### src/rtl/spi_master_arbiter.sv
// -----------------------------------------------------------------------------
// spi_master_arbiter
//
// Shares one SPI master between two requesters. A round-robin arbiter picks
// one requester, latches its byte into m_wdata, issues a single start pulse
// to the SPI master once it is not busy, waits for the master's m_done,
// captures the received byte into rdata and reports the outcome to the served
// requester with a done (success) or err (timeout) pulse. A watchdog aborts
// the transfer if ISSUE+XFER lasts TIMEOUT cycles without m_done.
//
// Ports
//   clk              system clock, all state changes on its rising edge
//   rst              asynchronous reset, active low
//   req0/req1        requester n wants one transfer (held until done/err)
//   wdata0/wdata1    byte to send for requester n, sampled at grant
//   gnt0/gnt1        requester n owns the SPI master (ISSUE and XFER)
//   done0/done1      one-cycle pulse: transfer completed, rdata valid
//   err0/err1        one-cycle pulse: transfer aborted by timeout
//   rdata            last byte received from the SPI master
//   m_start          one-cycle start pulse to the SPI master
//   m_wdata          byte presented to the SPI master, stable until RELEASE
//   m_busy           SPI master cannot accept a start
//   m_done           one-cycle pulse from the SPI master, m_rdata valid
//   m_rdata          byte received by the SPI master
// -----------------------------------------------------------------------------
module spi_master_arbiter #(
    parameter int DATA_W  = 8,
    parameter int TIMEOUT = 100
) (
    input  logic              clk,
    input  logic              rst,
    input  logic              req0,
    input  logic              req1,
    input  logic [DATA_W-1:0] wdata0,
    input  logic [DATA_W-1:0] wdata1,
    output logic              gnt0,
    output logic              gnt1,
    output logic              done0,
    output logic              done1,
    output logic              err0,
    output logic              err1,
    output logic [DATA_W-1:0] rdata,
    output logic              m_start,
    output logic [DATA_W-1:0] m_wdata,
    input  logic              m_busy,
    input  logic              m_done,
    input  logic [DATA_W-1:0] m_rdata
);

    localparam int                CNT_W    = $clog2(TIMEOUT) + 1;
    localparam logic [CNT_W-1:0]  TMO_LAST = CNT_W'(TIMEOUT - 1);

    typedef enum logic [1:0] {
        S_IDLE    = 2'd0,
        S_ISSUE   = 2'd1,
        S_XFER    = 2'd2,
        S_RELEASE = 2'd3
    } state_t;

    state_t              r_state;
    logic                r_owner;     // requester currently being served
    logic                r_last;      // last-served requester (round-robin pointer)
    logic                r_ok;        // 1 = completed, 0 = aborted
    logic [CNT_W-1:0]    r_cnt;
    logic [DATA_W-1:0]   r_m_wdata;
    logic [DATA_W-1:0]   r_rdata;

    state_t              w_state_nxt;
    logic                w_sel;
    logic                w_start;
    logic                w_capture;
    logic                w_abort;
    logic                w_timeout;
    logic                w_owned;

    // Winner: a lone requester wins; on a tie the one not served last wins.
    assign w_sel     = (req0 && req1) ? ~r_last : req1;
    assign w_timeout = (r_cnt == TMO_LAST);

    // NOTE: every combinational output gets a default before the case so no
    // path leaves it unassigned and no latch is inferred.
    always_comb begin
        w_state_nxt = r_state;
        w_start     = 1'b0;
        w_capture   = 1'b0;
        w_abort     = 1'b0;
        case (r_state)
            S_IDLE: begin
                if (req0 || req1) begin
                    w_state_nxt = S_ISSUE;
                end
            end
            S_ISSUE: begin
                if (w_timeout) begin
                    w_abort     = 1'b1;
                    w_state_nxt = S_RELEASE;
                end else if (!m_busy) begin
                    w_start     = 1'b1;
                    w_state_nxt = S_XFER;
                end
            end
            S_XFER: begin
                // m_done takes priority over a timeout in the same cycle.
                if (m_done) begin
                    w_capture   = 1'b1;
                    w_state_nxt = S_RELEASE;
                end else if (w_timeout) begin
                    w_abort     = 1'b1;
                    w_state_nxt = S_RELEASE;
                end
            end
            S_RELEASE: begin
                w_state_nxt = S_IDLE;
            end
            default: begin
                w_state_nxt = S_IDLE;
            end
        endcase
    end

    // NOTE: sequential state uses non-blocking assignments so every register
    // samples the pre-edge values, independent of statement order.
    always_ff @(posedge clk or negedge rst) begin
        if (!rst) begin
            r_state   <= S_IDLE;
            r_owner   <= 1'b0;
            r_last    <= 1'b1;
            r_ok      <= 1'b0;
            r_cnt     <= '0;
            r_m_wdata <= '0;
            r_rdata   <= '0;
        end else begin
            r_state <= w_state_nxt;
            case (r_state)
                S_IDLE: begin
                    if (req0 || req1) begin
                        r_owner   <= w_sel;
                        r_m_wdata <= w_sel ? wdata1 : wdata0;
                        r_cnt     <= '0;
                    end
                end
                S_ISSUE, S_XFER: begin
                    r_cnt <= r_cnt + CNT_W'(1);
                end
                S_RELEASE: begin
                    r_last <= r_owner;
                end
                default: ;
            endcase
            if (w_capture) begin
                r_rdata <= m_rdata;
                r_ok    <= 1'b1;
            end else if (w_abort) begin
                r_ok    <= 1'b0;
            end
        end
    end

    // Grants are decoded from registered state, so they fall as RELEASE
    // begins and the reset state drives every output low.
    assign w_owned = (r_state == S_ISSUE) || (r_state == S_XFER);
    assign gnt0    = w_owned && !r_owner;
    assign gnt1    = w_owned &&  r_owner;
    assign done0   = (r_state == S_RELEASE) &&  r_ok && !r_owner;
    assign done1   = (r_state == S_RELEASE) &&  r_ok &&  r_owner;
    assign err0    = (r_state == S_RELEASE) && !r_ok && !r_owner;
    assign err1    = (r_state == S_RELEASE) && !r_ok &&  r_owner;
    assign m_start = w_start;
    assign m_wdata = r_m_wdata;
    assign rdata   = r_rdata;

endmodule

### config.mk
export PLATFORM = sky130hd
export DESIGN_NAME = spi_master_arbiter
export DESIGN_NICKNAME = d
export VERILOG_FILES = /design/src/rtl/spi_master_arbiter.sv
export SDC_FILE = /design/constraint.sdc
export NUM_CORES = 1
export LEC_CHECK = 0
export BUFFER_PORTS_ARGS = -buffer_cell sky130_fd_sc_hd__buf_4
export CORE_MARGIN = 1.5
export CORE_UTILIZATION = 40
export DETAILED_ROUTE_END_ITERATION = 12
export MAX_ROUTING_LAYER = met4
export PLACE_DENSITY = 0.69
export SLEW_MARGIN = 20
export SYNTH_ARGS = -nofsm -noshare
export SYNTH_HDL_FRONTEND = slang
export SYNTH_SLANG_ARGS = --single-unit
### constraint.sdc
create_clock -name clk -period 1.7 [get_ports clk]
set_clock_uncertainty 0.2 [all_clocks]
set_input_delay 0.085 -clock clk [delete_from_list [all_inputs] [get_ports clk]]
set_output_delay 0.085 -clock clk [all_outputs]
set_load 0.02 [all_outputs]
==> results summary <==
The I/O pin count came out at 53. At the pin with the least slew margin, the transition time is 0.6394 ns. The half-perimeter wire length after detailed placement is 2.623 mm. The reg2reg setup slack came out at -0.03 ns. The run finished, with violations left.

The clock tree from TritonCTS is yes. The later-pin clock latency in the skew report came out at 0.28 ns. Counting distinct cell types in the post-synthesis netlist gives 39. The post-CTS clock slew at the launch and capture registers of the worst setup and hold paths is 0.07 ns. The cell area that synthesis handed to floorplanning was 1541 um2. Counting cells, the worst reg-to-reg path comes to 7. Walking the worst path, the cells encountered are inv_2 -> ha_4 -> nor3b_4 -> buf_4 -> nor3b_2 -> xnor2_1 -> nor2_1. The number of buffers created by CTS came out at 5. The initial DRC count came out at 70. The detailed-router iteration count before antenna repair is 6. The die extent in x came out at 65.08 um. Counting the fill cells in the layout gives 240.

For the final routed database, the setup TNS stands at -0.1056 ns. The worst hold path terminates at r_state[1]$_DFFE_PN0P_. From bottom edge to top edge, the die measures 65.08 um.

The global-route wire length before repair came out at 7.362 mm. The upper clock frequency limit is 576.9 MHz. The depth of the worst hold-timing path is 4. Setup repair after global routing could not meet its margin everywhere. The deepest clock path buffer count is 2.

For this configuration, the core starts out at a cell density of 41.79%. Of the cells placed in the final design, the portion with a size suffix greater than 1 is 50.79%. The area of the multi-input gates came out at 914.6 um2. The count of synthesis-stage warnings from yosys came out at 0.

The cell class contributing the biggest share of worst-path delay is simple AND/OR/NAND/NOR gates. Dividing total power by cell area gives a power density of 1808 nW/um2. The via count of the first global-routing pass came to 1609. The maximum level of the CTS H-tree is 2. Registers take 726.9 um2. STA puts the critical path data required time at 1.67 ns. The static leakage power is 1.264 nW. The initial antenna violation count was 0. The area overhead of the layout relative to synthesis is 76.70%.

The number of buffers inserted by port buffering is 52. The largest fanout on the critical path came out at 5. The DRC violation count after routing is 0. The number of slew-limit violations in the final report was 0. The worst setup margin is -0.03335 ns. After technology mapping, the gate count stands at 141.

The min-delay analysis places its worst path in the category in2reg. The number of instances in the placed design is 253. Leaving out fill and tap cells, the most frequent cell in the layout is sky130_fd_sc_hd__buf_4. The number of clock sinks seen by CTS came out at 29. The worst path uses 102.0% of the clock period. The antenna diode count came out at 0.

The all-layer global routing usage is 23.42%. The root cell of the clock tree is sky130_fd_sc_hd__clkbuf_8. The placer's final routability congestion estimate is 0.7826. After detailed routing, the average wire length per cell comes to 16.39 um.

The number of nets with antenna violations after routing is 0. A synthesized cell averages 10.93 um2. The setup path with the least slack is of type reg2reg. The checks that failed: setup timing. The count of nets after finishing is 287. The startpoint kind of the worst setup timing path is a flip-flop. Summed over all layers, the global routing overflow is 0. The number of flops mapped to enable cells by yosys came out at 0. The critical path's slowest cell is sky130_fd_sc_hd__dfrtp_1. The total nets after synthesis came out at 177. The normalized max-slew margin is 57.12%. The number of standard cells in the layout, taps in and fillers out came out at 300.

The critical path data arrival time is 1.70 ns. After floorplanning, the core was divided into 22 placement rows. In this design, the stage delay of the slowest critical-path cell is 0.39 ns. The worst register-to-register path begins at r_state[0]$_DFFE_PN0P_. Max-cap violations in this run came to 0. The number of failing hold endpoints at the final stage came out at 0. The synthesized flop and latch total is 29. In this run the critical register-to-register path is captured at r_cnt[4]$_DFFE_PN0P_.

The number of endpoints failing setup at the final stage came out at 4. VDD sags by at most 1.023 mV. The average via count per standard cell is 5.067.

The total buffers and inverters traversed by the critical path is 2. The via count is 1520. The library cells used most frequently in the layout, excluding fill and tap cells, are 67 x sky130_fd_sc_hd__buf_4, 28 x sky130_fd_sc_hd__dfrtp_1, 26 x sky130_fd_sc_hd__dlygate4sd3_1. The share of flip-flops with an asynchronous set or reset after synthesis came out at 100.0%. The total routed wirelength came out at 4.918 mm. The die area is 4235 um2. For this run, the leading register cell type out of synthesis is sky130_fd_sc_hd__dfrtp_1. The worst setup path is captured at a flip-flop.

The maximum number of pins on one net before global-route repair came out at 30. After floorplanning, the core was sized to cover 3689 um2. The startpoint identified for the worst hold timing path is m_busy. The fraction of the yosys area taken by sequential cells came out at 47.16%. The smallest clock period supported by the final layout is computed as 1.733 ns.
## worst min-delay path, cell delays in order
cell and delay [ns]:
sky130_fd_sc_hd__buf_4 0.09, sky130_fd_sc_hd__a22oi_2 0.08, sky130_fd_sc_hd__o21ai_2 0.16, sky130_fd_sc_hd__mux2i_1 0.07
## flip-flops by register name, indices dropped and copies added, names as in the netlist
register and count:
m_wdata 8, r_cnt 8, r_last 1, r_ok 1, r_owner 1, r_state 2, rdata 8
## stage by stage
| step | cell area [um2] | power, mW | worst slack (ns) | hold WS [ns] | util (%) |
|---|---|---|---|---|---|
| floorplan | 1569 | 2.692 | -0.02037 | -0.4106 | - |
| global placement | 2111 | 3.541 | -0.08576 | -0.1737 | 57.23 |
| detailed placement | 2111 | 3.624 | -0.2124 | -0.1692 | 57.23 |
| CTS | 2589 | 4.555 | -0.04128 | 0.03138 | 70.18 |
| global route | 2724 | 5.218 | -0.1345 | 0.06629 | 73.85 |
| finish | 2724 | 4.925 | -0.03335 | 0.04523 | 73.85 |
## kinds of logic after synthesis
group / Yosys count / share of synthesized area (%)
buffers and inverters: 9 / 3.084
AO/OA/AOI/OAI: 32 / 14.12
multiplexers: 19 / 12.99
XOR/XNOR: 4 / 2.273
flip-flops: 29 / 47.16
adder cells (fa/ha/maj): 6 / 4.870
AND/OR/NAND/NOR: 42 / 15.50
## Yosys cell counts, types with 4 or more instances
| cell | number | area [um2] |
|---|---|---|
| sky130_fd_sc_hd__nor2_1 | 12 | 45.04 |
| sky130_fd_sc_hd__inv_1 | 4 | 15.01 |
| sky130_fd_sc_hd__mux2i_1 | 11 | 110.1 |
| sky130_fd_sc_hd__nand2_1 | 13 | 48.80 |
| sky130_fd_sc_hd__ha_1 | 6 | 75.07 |
| sky130_fd_sc_hd__mux2_2 | 8 | 90.09 |
| sky130_fd_sc_hd__dfrtp_1 | 28 | 700.7 |
| sky130_fd_sc_hd__o21ai_1 | 13 | 65.06 |
## worst max path at each step
| stage | from | to | slack (ns) | depth (start not counted) |
|---|---|---|---|---|
| after floorplan | r_state[0]$_DFFE_PN0P_ | r_cnt[4]$_DFFE_PN0P_ | -0.02 | 7 |
| after global placement | r_last$_DFFE_PN1N_ | m_wdata[3]$_DFFE_PN0P_ | -0.09 | 3 |
| after detailed placement | r_last$_DFFE_PN1N_ | m_wdata[7]$_DFFE_PN0P_ | -0.21 | 3 |
| after CTS | r_state[1]$_DFFE_PN0P_ | m_start | -0.04 | 5 |
| final | r_state[0]$_DFFE_PN0P_ | r_cnt[4]$_DFFE_PN0P_ | -0.03 | 7 |
| after global routing | r_state[1]$_DFFE_PN0P_ | r_cnt[3]$_DFFE_PN0P_ | -0.13 | 7 |
## timing repair
item / CTS / global route
gates cloned: 0 / 2
buffers inserted: 13 / 1
hold endpoints to repair: 46 / 0
pin swaps: 6 / 8
resized for setup: 13 / 31
hold buffers: 26 / 0
setup endpoints to repair: 14 / 27
## power by group
| part | internal [mW] | switching [mW] | total (mW) | leakage, nW |
|---|---|---|---|---|
| clock network | 0.283 | 0.267 | 0.550 | 0.0450 |
| logic | 1.56 | 1.52 | 3.08 | 0.866 |
| registers | 1.02 | 0.276 | 1.29 | 0.353 |
## metal layers
layer,up-vias,global-route usage (%),wire length [um]
met5,-,-,0
met4,0,7.292,49
met3,7,5.208,275
met2,59,42.53,2567
met1,729,25.47,2026
li1,725,-,-
## area by class of cell
type	instances	share of cell area, %
multi-input cells	103	33.58
repair buffers	107	33.72
well taps	48	2.205
flip-flops and latches	29	26.69
clock buffers	6	2.664
inverters	5	0.7809
clock inverters	2	0.3675
Power figures use the tool's default switching activity.
